`config.mk`:
```
export PLATFORM = sky130hd
export DESIGN_NAME = drop_engine
export DESIGN_NICKNAME = d
export VERILOG_FILES = /design/src/rtl/drop_engine.sv
export SDC_FILE = /design/constraint.sdc
export NUM_CORES = 1
export LEC_CHECK = 0
export ABC_AREA = 1
export CORE_MARGIN = 4
export CORE_UTILIZATION = 50
export CTS_CLUSTER_DIAMETER = 50
export DETAILED_ROUTE_END_ITERATION = 6
export PLACE_DENSITY = 0.77
export REMOVE_ABC_BUFFERS = 1
export SKIP_LAST_GASP = 1
export SYNTH_ARGS = -nofsm -noshare
export SYNTH_HDL_FRONTEND = slang
export SYNTH_SLANG_ARGS = --single-unit
```
`constraint.sdc`:
```
create_clock -name clk -period 5 [get_ports clk]
set_input_delay 1 -clock clk [delete_from_list [all_inputs] [get_ports clk]]
set_output_delay 1 -clock clk [all_outputs]
set_load 0.01 [all_outputs]
```
`src/rtl/drop_engine.sv`:
```
// drop_engine: BuildingDrops scene FSM, falling-block spawner and scorer.
// Optional: define SPEEDUP_EN to raise fall speed with score.
module drop_engine #(
    parameter int          SPEED     = 4,
    parameter int          SPAWN_GAP = 30,
    parameter logic [15:0] LFSR_SEED = 16'hACE1
) (
    input  logic        clk,
    input  logic        resetn,
    input  logic        frame_tick,
    input  logic        btn_start,
    input  logic        btn_left,
    input  logic        btn_right,
    output logic [11:0] blocks,
    output logic [59:0] pos_blocks,
    output logic [1:0]  people,
    output logic [1:0]  scene,
    output logic [5:0]  active,
    output logic [15:0] score
);

    localparam int         NSLOT  = 6;
    localparam logic [9:0] PARK   = 10'd512;
    localparam logic [7:0] GAP_M1 = 8'(SPAWN_GAP - 1);

    typedef enum logic [1:0] {
        S_START = 2'd0,
        S_RUN   = 2'd1,
        S_END   = 2'd2
    } scene_e;

    scene_e      scene_q, scene_d;
    logic [1:0]  people_q, people_d;
    logic [1:0]  lane_q [NSLOT];
    logic [1:0]  lane_d [NSLOT];
    logic [9:0]  pos_q  [NSLOT];
    logic [9:0]  pos_d  [NSLOT];
    logic [5:0]  act_q, act_d;
    logic [15:0] score_q, score_d;
    logic [7:0]  cnt_q, cnt_d;
    logic [15:0] lfsr_q, lfsr_d;

    logic [4:0]  spd;
    logic        hit;
    logic [2:0]  nret;
    logic [10:0] sum;
    logic [16:0] ssum;
    logic        free;

`ifdef SPEEDUP_EN
    logic [12:0] boost;
    always_comb begin
        boost = 13'(SPEED) + {1'b0, score_q[15:4]};
        spd   = (boost > 13'd16) ? 5'd16 : boost[4:0];
    end
`else
    assign spd = 5'(SPEED);
`endif

    always_comb begin
        hit = 1'b0;
        for (int i = 0; i < NSLOT; i++) begin
            if (act_q[i] && lane_q[i] == people_q &&
                pos_q[i] >= 10'd321 && pos_q[i] <= 10'd479)
                hit = 1'b1;
        end
    end

    always_comb begin
        scene_d  = scene_q;
        people_d = people_q;
        lane_d   = lane_q;
        pos_d    = pos_q;
        act_d    = act_q;
        score_d  = score_q;
        cnt_d    = cnt_q;
        nret     = 3'd0;
        sum      = 11'd0;
        ssum     = 17'd0;
        free     = 1'b0;
        // Fibonacci taps 16,14,13,11 in right-shift form
        lfsr_d   = {lfsr_q[0] ^ lfsr_q[2] ^ lfsr_q[3] ^ lfsr_q[5],
                    lfsr_q[15:1]};

        case (scene_q)
            S_RUN: begin
                if (btn_left && !btn_right && people_q != 2'd0)
                    people_d = people_q - 2'd1;
                else if (btn_right && !btn_left && people_q != 2'd3)
                    people_d = people_q + 2'd1;

                if (frame_tick) begin
                    if (hit) begin
                        scene_d = S_END;
                    end else begin
                        for (int i = 0; i < NSLOT; i++) begin
                            if (act_q[i]) begin
                                sum = {1'b0, pos_q[i]} + {6'd0, spd};
                                if (sum >= 11'd480) begin
                                    act_d[i]  = 1'b0;
                                    pos_d[i]  = PARK;
                                    lane_d[i] = 2'd0;
                                    nret      = nret + 3'd1;
                                end else begin
                                    pos_d[i] = sum[9:0];
                                end
                            end
                        end
                        ssum    = {1'b0, score_q} + {14'd0, nret};
                        score_d = ssum[16] ? 16'hFFFF : ssum[15:0];

                        if (cnt_q == GAP_M1) begin
                            cnt_d = 8'd0;
                            free  = 1'b1;
                            for (int i = 0; i < NSLOT; i++) begin
                                if (free && !act_d[i]) begin
                                    act_d[i]  = 1'b1;
                                    pos_d[i]  = 10'd0;
                                    lane_d[i] = lfsr_q[1:0];
                                    free      = 1'b0;
                                end
                            end
                        end else begin
                            cnt_d = cnt_q + 8'd1;
                        end
                    end
                end
            end
            S_END: begin
                if (btn_start) begin
                    scene_d = S_START;
                    act_d   = '0;
                    lane_d  = '{default: 2'd0};
                    pos_d   = '{default: PARK};
                end
            end
            default: begin
                // Also catches the unused encoding 3
                if (btn_start) begin
                    scene_d  = S_RUN;
                    act_d    = '0;
                    lane_d   = '{default: 2'd0};
                    pos_d    = '{default: PARK};
                    score_d  = 16'd0;
                    people_d = 2'd1;
                    cnt_d    = 8'd0;
                end
            end
        endcase
    end

    always_ff @(posedge clk) begin
        if (!resetn) begin
            scene_q  <= S_START;
            people_q <= 2'd1;
            lane_q   <= '{default: 2'd0};
            pos_q    <= '{default: PARK};
            act_q    <= '0;
            score_q  <= 16'd0;
            cnt_q    <= 8'd0;
            lfsr_q   <= LFSR_SEED;
        end else begin
            scene_q  <= scene_d;
            people_q <= people_d;
            lane_q   <= lane_d;
            pos_q    <= pos_d;
            act_q    <= act_d;
            score_q  <= score_d;
            cnt_q    <= cnt_d;
            lfsr_q   <= lfsr_d;
        end
    end

    always_comb begin
        blocks     = '0;
        pos_blocks = '0;
        for (int i = 0; i < NSLOT; i++) begin
            blocks[2*i +: 2]      = lane_q[i];
            pos_blocks[10*i +: 10] = pos_q[i];
        end
    end

    assign people = people_q;
    assign scene  = scene_q;
    assign active = act_q;
    assign score  = score_q;

endmodule

```
## Word-level counts from Yosys, hierarchy flattened

Cells that the tools add are included.

- Reductions and logical operators: 40
- Bitwise operators: 4
- Add/subtract/negate cells: 15
- Equal/unequal tests: 15
- Magnitude comparators: 18
- Muxes and demuxes: 165

Operator list:

| operator | number |
|---|---|
| $mux W60 | 5 |
| $mux W10 | 18 |
| $mux W3 | 28 |
| $mux W1 | 68 |
| $add A10 B3 Y11 const B | 6 |
| $ge A11 B9 Y1 const B | 6 |
| $mux W16 | 4 |
| $ge A10 B9 Y1 const B | 6 |
| $le A10 B9 Y1 const B | 6 |
| $mux W12 | 5 |
| $mux W2 | 24 |
| $mux W8 | 4 |
| $pmux W16 S2 | 1 |
| $mux W6 | 5 |
| $logic_and A1 B1 Y1 | 27 |
| $add A16 B3 Y17 | 1 |
| $pmux W8 S2 | 1 |
| $add A3 B1 Y3 const B | 5 |
| $eq A2 B2 Y1 | 6 |
| $ne A2 B2 Y1 const B | 5 |
| $add A8 B1 Y8 const B | 1 |
| $eq A8 B5 Y1 const B | 1 |
| $pmux W2 S2 | 2 |
| $reduce_and A4 Y1 | 2 |
| other kinds (10) | 20 |

- Register bits: 122
- Logic and storage cells: 275
- Output and inout bits: 98
- Input bits: 6

## Depth between registers and ports, before layout

- Depth in word-level cells: 48
- Mapped depth: 42
- Gate-level depth less buffers: 42

## Worst setup path after synthesis

Ideal clock, no wire load.

- Path type: register to register
- Start point: reg pos_q, in the netlist pos_blocks[2]
- End point: reg score_q[14] (netlist: score[14])
- Library setup time: 0.132 ns
- Stages on the path, launching flop included: 42
- Clock period less this slack: 5.363 ns
- Slack: -0.363 ns
- Arrival: 5.231 ns
- Buffers on the path: 0
- Required time: 4.868 ns
- Cells stage by stage: dfxtp_1 ha_1 nand2_1 nor2_1 nor2_1 nor2_1 nand3_1 nand2_4 inv_1 nor2_1 ha_1 nand2_1 nand2_1 ha_1 nand3b_1 nand2_1 inv_1 ha_1 [6 not listed] ha_1 nand2_1 inv_1 a21oi_1 fa_1 or2_2 nand2_1 nand2_1 nor3_2 inv_1 nor2_1 inv_1 nor2_1 nand3_1 nand2_1 nand2_1 o21ai_0 a21oi_1

- Cells in the longest elaborated chain, start to end: 42
- Elaborated cells on any way between the ends: 54
- Those cells by class: add/sub (7); order compare (3); eq/ne (1); mux (40); reduce/logical (3)

RTL lines:

| element | RTL line | text |
|---|---|---|
| start, declared | 36 | `logic [9:0] pos_q [NSLOT];` |
| start signal, assigned | 166 | `pos_q <= pos_d;` |
| $add A10 B3 Y11 | 98 | `sum = {1'b0, pos_q[i]} + {6'd0, spd};` |
| $ge A11 B9 Y1 | 99 | `if (sum >= 11'd480) begin` |
| $mux W1 | 99 |  |
| $mux W1 | 97 | `if (act_q[i]) begin` |
| $mux W3 | 93 | `if (hit) begin` |
| $mux W3 | 92 | `if (frame_tick) begin` |
| $mux W3 | 85 | `case (scene_q)` |
| $add A3 B1 Y3 | 103 | `nret = nret + 3'd1;` |
| [26 not listed] | n/a |  |
| $mux W3 | 93 |  |
| $mux W3 | 92 |  |
| $mux W3 | 85 |  |
| $add A16 B3 Y17 | 109 | `ssum = {1'b0, score_q} + {14'd0, nret};` |
| $mux W16 | 110 | `score_d = ssum[16] ? 16'hFFFF : ssum[15:0];` |
| $mux W16 | 93 |  |
| $mux W16 | 92 |  |
| $pmux W16 S2 | 85 |  |
| end signal, assigned | 168 | `score_q <= score_d;` |
| end, declared | 39 | `logic [15:0] score_q, score_d;` |

Parallel ways exist; a longest one is shown, timed or not. The select of a mux whose other input is x is not followed.
A chain may end at the register's enable or synchronous reset.

## Final worst setup path

- Start point: reg pos_q, in the netlist pos_blocks[2]
- End point: reg score_q[6] (netlist: score[6])

Same word-level chain as after synthesis.

==> out/qor.txt <==
area share of xor/xnor cells in the synthesized design: 4.904%
Worst Hold Endpoint: lfsr_q[14]
post-synthesis cell type count: 47
met1 global-route usage: 33.14%
routed wire length per instance: 14.74 µm
input/output buffers: 103
global-route wire length before repair: 34.96 mm
violation count after the first detailed-routing iteration: 746
worst-case vdd ir drop: 0.2434 mV
final hold violation count: 0
Static Leak: 4.137 nW
ANT nets after route: 0
buffer cell driving the clock tree root: clkbuf_16
Post-Place Worst Slack: -0.4175 ns
highest net fanout along the worst path: 5
die outline width: 129.0 µm
Worst Reg2Reg Path Length in Cells: 39
cell depth of the worst hold path: 2
IO Pins: 104
worst setup skew after layout: 0.01009 ns
sequential area share after synthesis: 33.36%
# Max-Cap Violations: 0
die outline area: 0.01664 mm²
unrepaired setup endpoints after global routing: true
Max stage delay cell, worst path: dfxtp_2
Syn. warnings: 0
clk buf depth: 2
run status: finished, violations left
most prevalent standard cell on the critical path: nand2_2
Final Max Tran Viols: 0
number of standard cells after synthesis: 1095
number of synthesized register bits: 122
total number of placement rows: 43
share of post-route cells with drive strength above 1: 16.54%
Async S/R FF share, synth: 0%
detailed-route DRC error count: 0
number of inserted diodes: 0
minimum period implied by the final worst setup slack: 5.235 ns
GRT met2 Usage: 42.44%
critical register-to-register path endpoint: score[6]
type of element launching the critical path: flip-flop
ratio of total power to cell area: 243.3 mW/mm²
pin count of the biggest net entering global routing: 56
clock transition at the registers of the reported paths: 0.05 ns
Placeable Area: 0.01410 mm²
remaining global-route overflow: 0
total of endpoints with negative setup slack in the final report: 16
initial antenna violation count: 0
Setup WS post-layout: -0.2353 ns
launching point of the worst reg2reg path: pos_blocks[2]
worst rel slew slack: 25.89%
classification of the worst-slack hold path: reg2reg
Vias: 7939
critical setup path kind: reg2reg
main combinational cell family by area after synthesis: simple AND/OR/NAND/NOR gates
number of clock buffers inserted by TritonCTS: 17
dpl cell area: 0.008807 mm²
total routing resource utilization after global routing: 25.44%
cell area after synthesis: 0.007322 mm²
Synth-to-Final Area Change: 35.32%
Final nets: 1299
gpl congestion: 0.9016
number of flops mapped to enable cells by yosys: 0
H-Tree Level Count: 4
fin area: 0.009908 mm²
fmax: 191.0 MHz
post-synthesis adder-cell area fraction: 5.229%
number of clock sinks seen by CTS: 122
worst skew pair latency: 0.43 ns
CP peak stage delay: 0.36 ns
worst min-delay path startpoint: lfsr_q[15]
number of vias per cell after detailed routing: 5.453
DR pass1 iterations: 5
primary flip-flop cell chosen by synthesis mapping: dfxtp_1
CTS tree: done
setup slack, reg-to-reg: -0.24 ns
required time at the worst-slack endpoint: 5.34 ns
violations in the final reports: negative setup slack
Most Crowded Layer GR: met2
vias in the first global route: 7505
starting density of the core: 51.94%
element type at the critical path end: flip-flop
post-synthesis simple-gate area fraction: 31.89%
period utilization: 104.7%
arrival time reported for the critical path endpoint: 5.57 ns
DP HPWL: 13.66 mm
WL final: 21.46 mm
portion of netlist area occupied by mux cells: 0%
global routing usage on met3: 5.070%
overall die height: 129.0 µm
Avg Cell Area, Syn: 6.687 µm²
worst-margin pin slew: 1.110 ns
synthesized-area fraction occupied by ao, oa, aoi and oai cells: 15.40%
placed cells by master, fill, tap and decap left out, types with 6 or more instances in the layout:
cell,count
nand2_1,292
nor2_4,7
o21ai_1,10
xor2_1,30
clkbuf_16,17
nand2_2,20
clkdlybuf4s50_1,103
nand3_2,11
nor2_2,6
buf_4,79
a21oi_1,93
or2_2,7
dfxtp_2,6
nor2_1,64
o21ai_0,63
ha_1,24
dfxtp_1,114
o22ai_1,18
nand3_1,58
inv_2,11
inv_1,120
nor3_1,15
nand4_1,23
xnor2_1,9
registers in the layout, summed over array words and instances, names as in the netlist:
name / flops
scene: 2
active: 6
pos_blocks: 60
score: 16
cnt_q: 8
lfsr_q: 16
blocks: 12
people: 2
critical path, delay by kind of cell (launching register included):
family	cells	cell delay, ns
simple gates	22	2.24
fa+ha+maj	5	1.13
buf+inv	8	0.81
flops	1	0.36
xor+xnor	2	0.30
compound gates	2	0.29
per-stage QoR:
| stage | TNS (ns) | instances | hold slack [ns] | utilization (%) | total power, mW |
|---|---|---|---|---|---|
| after CTS | -2.748 | 1447 | 0.4130 | 68.17 | 2.414 |
| final | -2.836 | 1456 | 0.4098 | 70.29 | 2.410 |
| after global placement | -3.639 | 1394 | 0.3959 | 62.48 | 1.189 |
| after global routing | -7.779 | 1456 | 0.4393 | 70.29 | 2.481 |
| after floorplan | -5.453 | 1057 | 0.3856 | - | 1.120 |
| after detailed placement | -5.499 | 1394 | 0.4014 | 62.48 | 1.191 |
routing by layer:
metal  share of wire [%]  vias to the layer above
met5                   0                        -
met4                 1.6                        0
met3                 7.3                       37
met2                  48                      327
met1                  43                     3674
li1                    -                     3901
cells in the mapped netlist (2+ instances only):
master	number	area, µm²
a21oi_1	95	475.5
buf_1	3	11.26
buf_2	12	60.06
buf_4	3	22.52
clkbuf_1	19	71.32
clkinv_1	2	7.510
dfxtp_1	122	2442
ha_1	29	362.9
inv_1	127	476.7
inv_2	4	15.01
nand2_1	309	1160
nand2_2	5	31.28
nand2_4	3	33.78
nand3_1	66	330.3
nand3_2	4	40.04
nand3b_1	3	22.52
nand4_1	23	143.9
nor2_1	71	266.5
nor2_2	3	18.77
nor2_4	3	33.78
nor2_8	2	40.04
nor3_1	16	80.08
nor3b_1	4	30.03
o211ai_1	4	30.03
o21a_1	5	37.54
o21ai_0	68	340.3
o21ai_1	6	30.03
o21ai_2	2	17.52
o22ai_1	18	112.6
or2_2	8	50.05
xnor2_1	10	87.58
xor2_1	31	271.5
what timing repair did:
item | in CTS | in global routing
resized for setup | 20 | 63
hold buffers | 0 | 0
setup buffers | 21 | 9
pin swaps | 31 | 36
endpoints found under the setup margin | 16 | 16
cell type report:
type,count,area [µm²]
multi-input cells,802,4453
fillers,1192,4188
flip-flops and latches,122,2457
repair buffers,187,1680
clock buffers,25,505.5
inverters,133,499.2
well taps,180,225.2
clock inverters,7,87.58
where the power goes:
| group | leakage [nW] | internal (mW) | switching (mW) |
|---|---|---|---|
| clock | 0.293 | 0.796 | 0.441 |
| sequential | 0.993 | 0.986 | 0.0175 |
| combinational | 2.85 | 0.0482 | 0.121 |
worst max path at each step:
stage,from,end,slack (ns),depth (start not counted)
3_3_place_gp,pos_blocks[2],score[14],-0.30,40
3_5_place_dp,pos_blocks[2],score[14],-0.42,40
2_1_floorplan,pos_blocks[2],score[14],-0.45,41
4_1_cts,pos_blocks[3],score[15],-0.23,40
6_report,pos_blocks[2],score[6],-0.24,39
5_1_grt,pos_blocks[2],score[6],-0.54,40
cells by family after synthesis:
kind of cell,after synthesis
compound gates,207
xor+xnor,41
flops,122
simple gates,524
fa+ha+maj,30
buf+inv,171
(Power assumes the default switching activity.)
==> variant, RTL diff (same settings) <==
The option `SPEEDUP_EN` is turned on by a define.
--- a/src/rtl/drop_engine.sv
+++ b/src/rtl/drop_engine.sv
@@ -2,2 +2,4 @@
 // Optional: define SPEEDUP_EN to raise fall speed with score.
+`define SPEEDUP_EN
+
 module drop_engine #(
Function: same outputs for any inputs over 4 cycles, from zero or initial values and one cycle with resetn low; that may be too few to reach the edited logic, so the function may still have changed.
==> variant against the original RTL <==
- the flow still finishes with violations (setup timing)
- combinational power grew to 3.1 times the old value
- sequential cell count unchanged
- critical path depth rose by 11
- power increased by 19%
- die area rose by 24%
- setup slack worse by 1.5 ns
- sequential share of layout area shrank 6.7 points
- wire length rose by 72%
- cell area increased by 37%
- synthesized area is 25% higher
- largest power group unchanged
==> variant: results (changes against the original RTL) <==
The flow ran to the end, but the final reports show violations. The final reports fail on setup timing. The first-pass iteration count of the detailed router is 6 (+1). The number of global-route vias before repair is 11183 (+49%).

The last weighted congestion value of the routability-driven placer is 0.956 (+6.1%). For hold timing, the worst endpoint is lfsr_q[7]. The total of endpoints with negative setup slack in the final report came out at 16 (unchanged). The aggregate routed wire length came out at 36.9 mm (+72%).

The worst supply voltage drop on vdd came out at 0.242 mV (-0.43%). The largest clock skew in the final design is 0.0106 ns (+0.000499 ns). The most instantiated flip-flop cell in the synthesis netlist is sky130_fd_sc_hd__dfxtp_1. The global-route wire length before repair is 56.1 mm (+60%). In this run the worst setup path begins at score[6]. The cell depth of the worst min-delay path is 1 (-1). The biggest fanout along the worst timing path came to 4 (-1). The data arrival time at the worst-slack endpoint is 7.13 ns (+1.56 ns). The share of cells above drive strength 1 came out at 28.0% (+11 points). The total CTS buffers is 17 (unchanged). The end of the critical path is score[13]. In the post-synthesis netlist, the biggest area contributors are sky130_fd_sc_hd__dfxtp_1 27%, sky130_fd_sc_hd__nand2_1 17%, sky130_fd_sc_hd__inv_1 7.7%, sky130_fd_sc_hd__nand3_1 6.3%, sky130_fd_sc_hd__a21oi_1 5.8%. The slowest stage cell on the critical path is sky130_fd_sc_hd__or4_4. The global-route total usage across every layer was 33.9% (+8.5 points). The clock transition at the registers of the reported paths was 0.07 ns (+0.02 ns). The number of antenna violations at the first check in global routing came out at 1 (+1).

In this run the most critical hold path is launched from lfsr_q[8]. By count the netlist is led by 427 x sky130_fd_sc_hd__nand2_1, 188 x sky130_fd_sc_hd__inv_1, 122 x sky130_fd_sc_hd__dfxtp_1, 115 x sky130_fd_sc_hd__nand3_1, 106 x sky130_fd_sc_hd__a21oi_1. The number of design-rule violations left by the first detailed-router iteration is 1208 (+62%). The count of port buffers added during placement is 103 (unchanged).

The final worst-path setup slack came out at -1.77 ns (-1.54 ns). The leakage power is 0.00598 uW (+45%). The placed wire-length estimate after detailed placement came out at 22.4 mm (+64%).

The part of the Yosys area used for sequential elements came out at 26.7% (-6.7 points). The slew at the pin closest to its max-slew limit is 1.16 ns (+0.0504 ns). The path depth of the worst reg2reg path came out at 50 (+28%). The average wire length per cell after detail routing came out at 17.9 um (+21%). The post-detailed-placement cell area was 11800 sq um (+34%). The mean post-synth cell area came to 6.25 sq um (-6.5%).
[variant: cell types whose count changed after synthesis, moves of 9 or more]
cell	unedited run	this run
sky130_fd_sc_hd__o22ai_1	18	30
sky130_fd_sc_hd__nand3_1	66	115
sky130_fd_sc_hd__clkbuf_1	19	35
sky130_fd_sc_hd__inv_2	4	14
sky130_fd_sc_hd__nand2_2	5	20
sky130_fd_sc_hd__nor3_1	16	26
sky130_fd_sc_hd__inv_1	127	188
sky130_fd_sc_hd__o21ai_0	68	77
sky130_fd_sc_hd__a21oi_1	95	106
sky130_fd_sc_hd__nand4_1	23	32
sky130_fd_sc_hd__nand2_1	309	427
[variant: worst register-to-register path: cells and delay by family (launching register included)]
kind / cells / cell delay [ns]
AND/OR/NAND/NOR: 28 / 3.27
flip-flops: 1 / 0.37
buffers and inverters: 11 / 0.91
AO/OA/AOI/OAI: 4 / 0.53
XOR/XNOR: 1 / 0.16
adder cells (fa/ha/maj): 6 / 1.47
[variant: cell type report]
type	count	area, sq um	share of cell area [%]
Antenna cell	1	2.50	0.0184
Multi-Input combinational cell	1089	6260	45.9
Sequential cell	122	2460	18.1
Timing Repair Buffer	382	3220	23.6
Tap cell	229	287	2.10
Clock buffer	17	425	3.12
Inverter	206	783	5.75
Clock inverter	15	188	1.38
[variant: timing repair]
| item | CTS | global route |
|---|---|---|
| resized for setup | 114 | 62 |
| endpoints found under the setup margin | 16 | 16 |
| endpoints found under the hold margin | 0 | 0 |
| pin swaps | 70 | 53 |
| setup buffers | 64 | 14 |
[variant: per-layer routing]
layer / GRT usage (%) / part of all wire, % / routed length (um) / vias up
met3: 7.59 / 9.3 / 3440 / 206
met2: 55.5 / 46 / 16900 / 721
met1: 41.2 / 38 / 14200 / 5445
met4: 19.2 / 6.3 / 2340 / 0
li1: - / - / - / 5535
met5: 0 / 0 / 0 / -
[variant: metrics by stage]
stage                     TNS (ns)  worst slack [ns]  hold slack, ns
after floorplan             -35.28             -2.17           0.390
after global placement      -26.51             -1.71           0.393
after detailed placement    -29.71             -1.92           0.399
after CTS                   -19.99             -1.34           0.414
after global routing        -31.72             -2.12           0.425
final                       -26.78             -1.77           0.416
[variant: cell families after synthesis]
kind of cell	Yosys count	synth area share [%]
XOR/XNOR	41	4.00
AO/OA/AOI/OAI	267	16.3
AND/OR/NAND/NOR	750	37.7
flip-flops	122	26.7
adder cells (fa/ha/maj)	31	4.32
buffers and inverters	255	11.0
[variant: where the power goes]
group          internal [uW]  total [uW]  switching, uW
Sequential               992        1030           36.8
Combinational            183         519            336
Clock                    792        1320            533
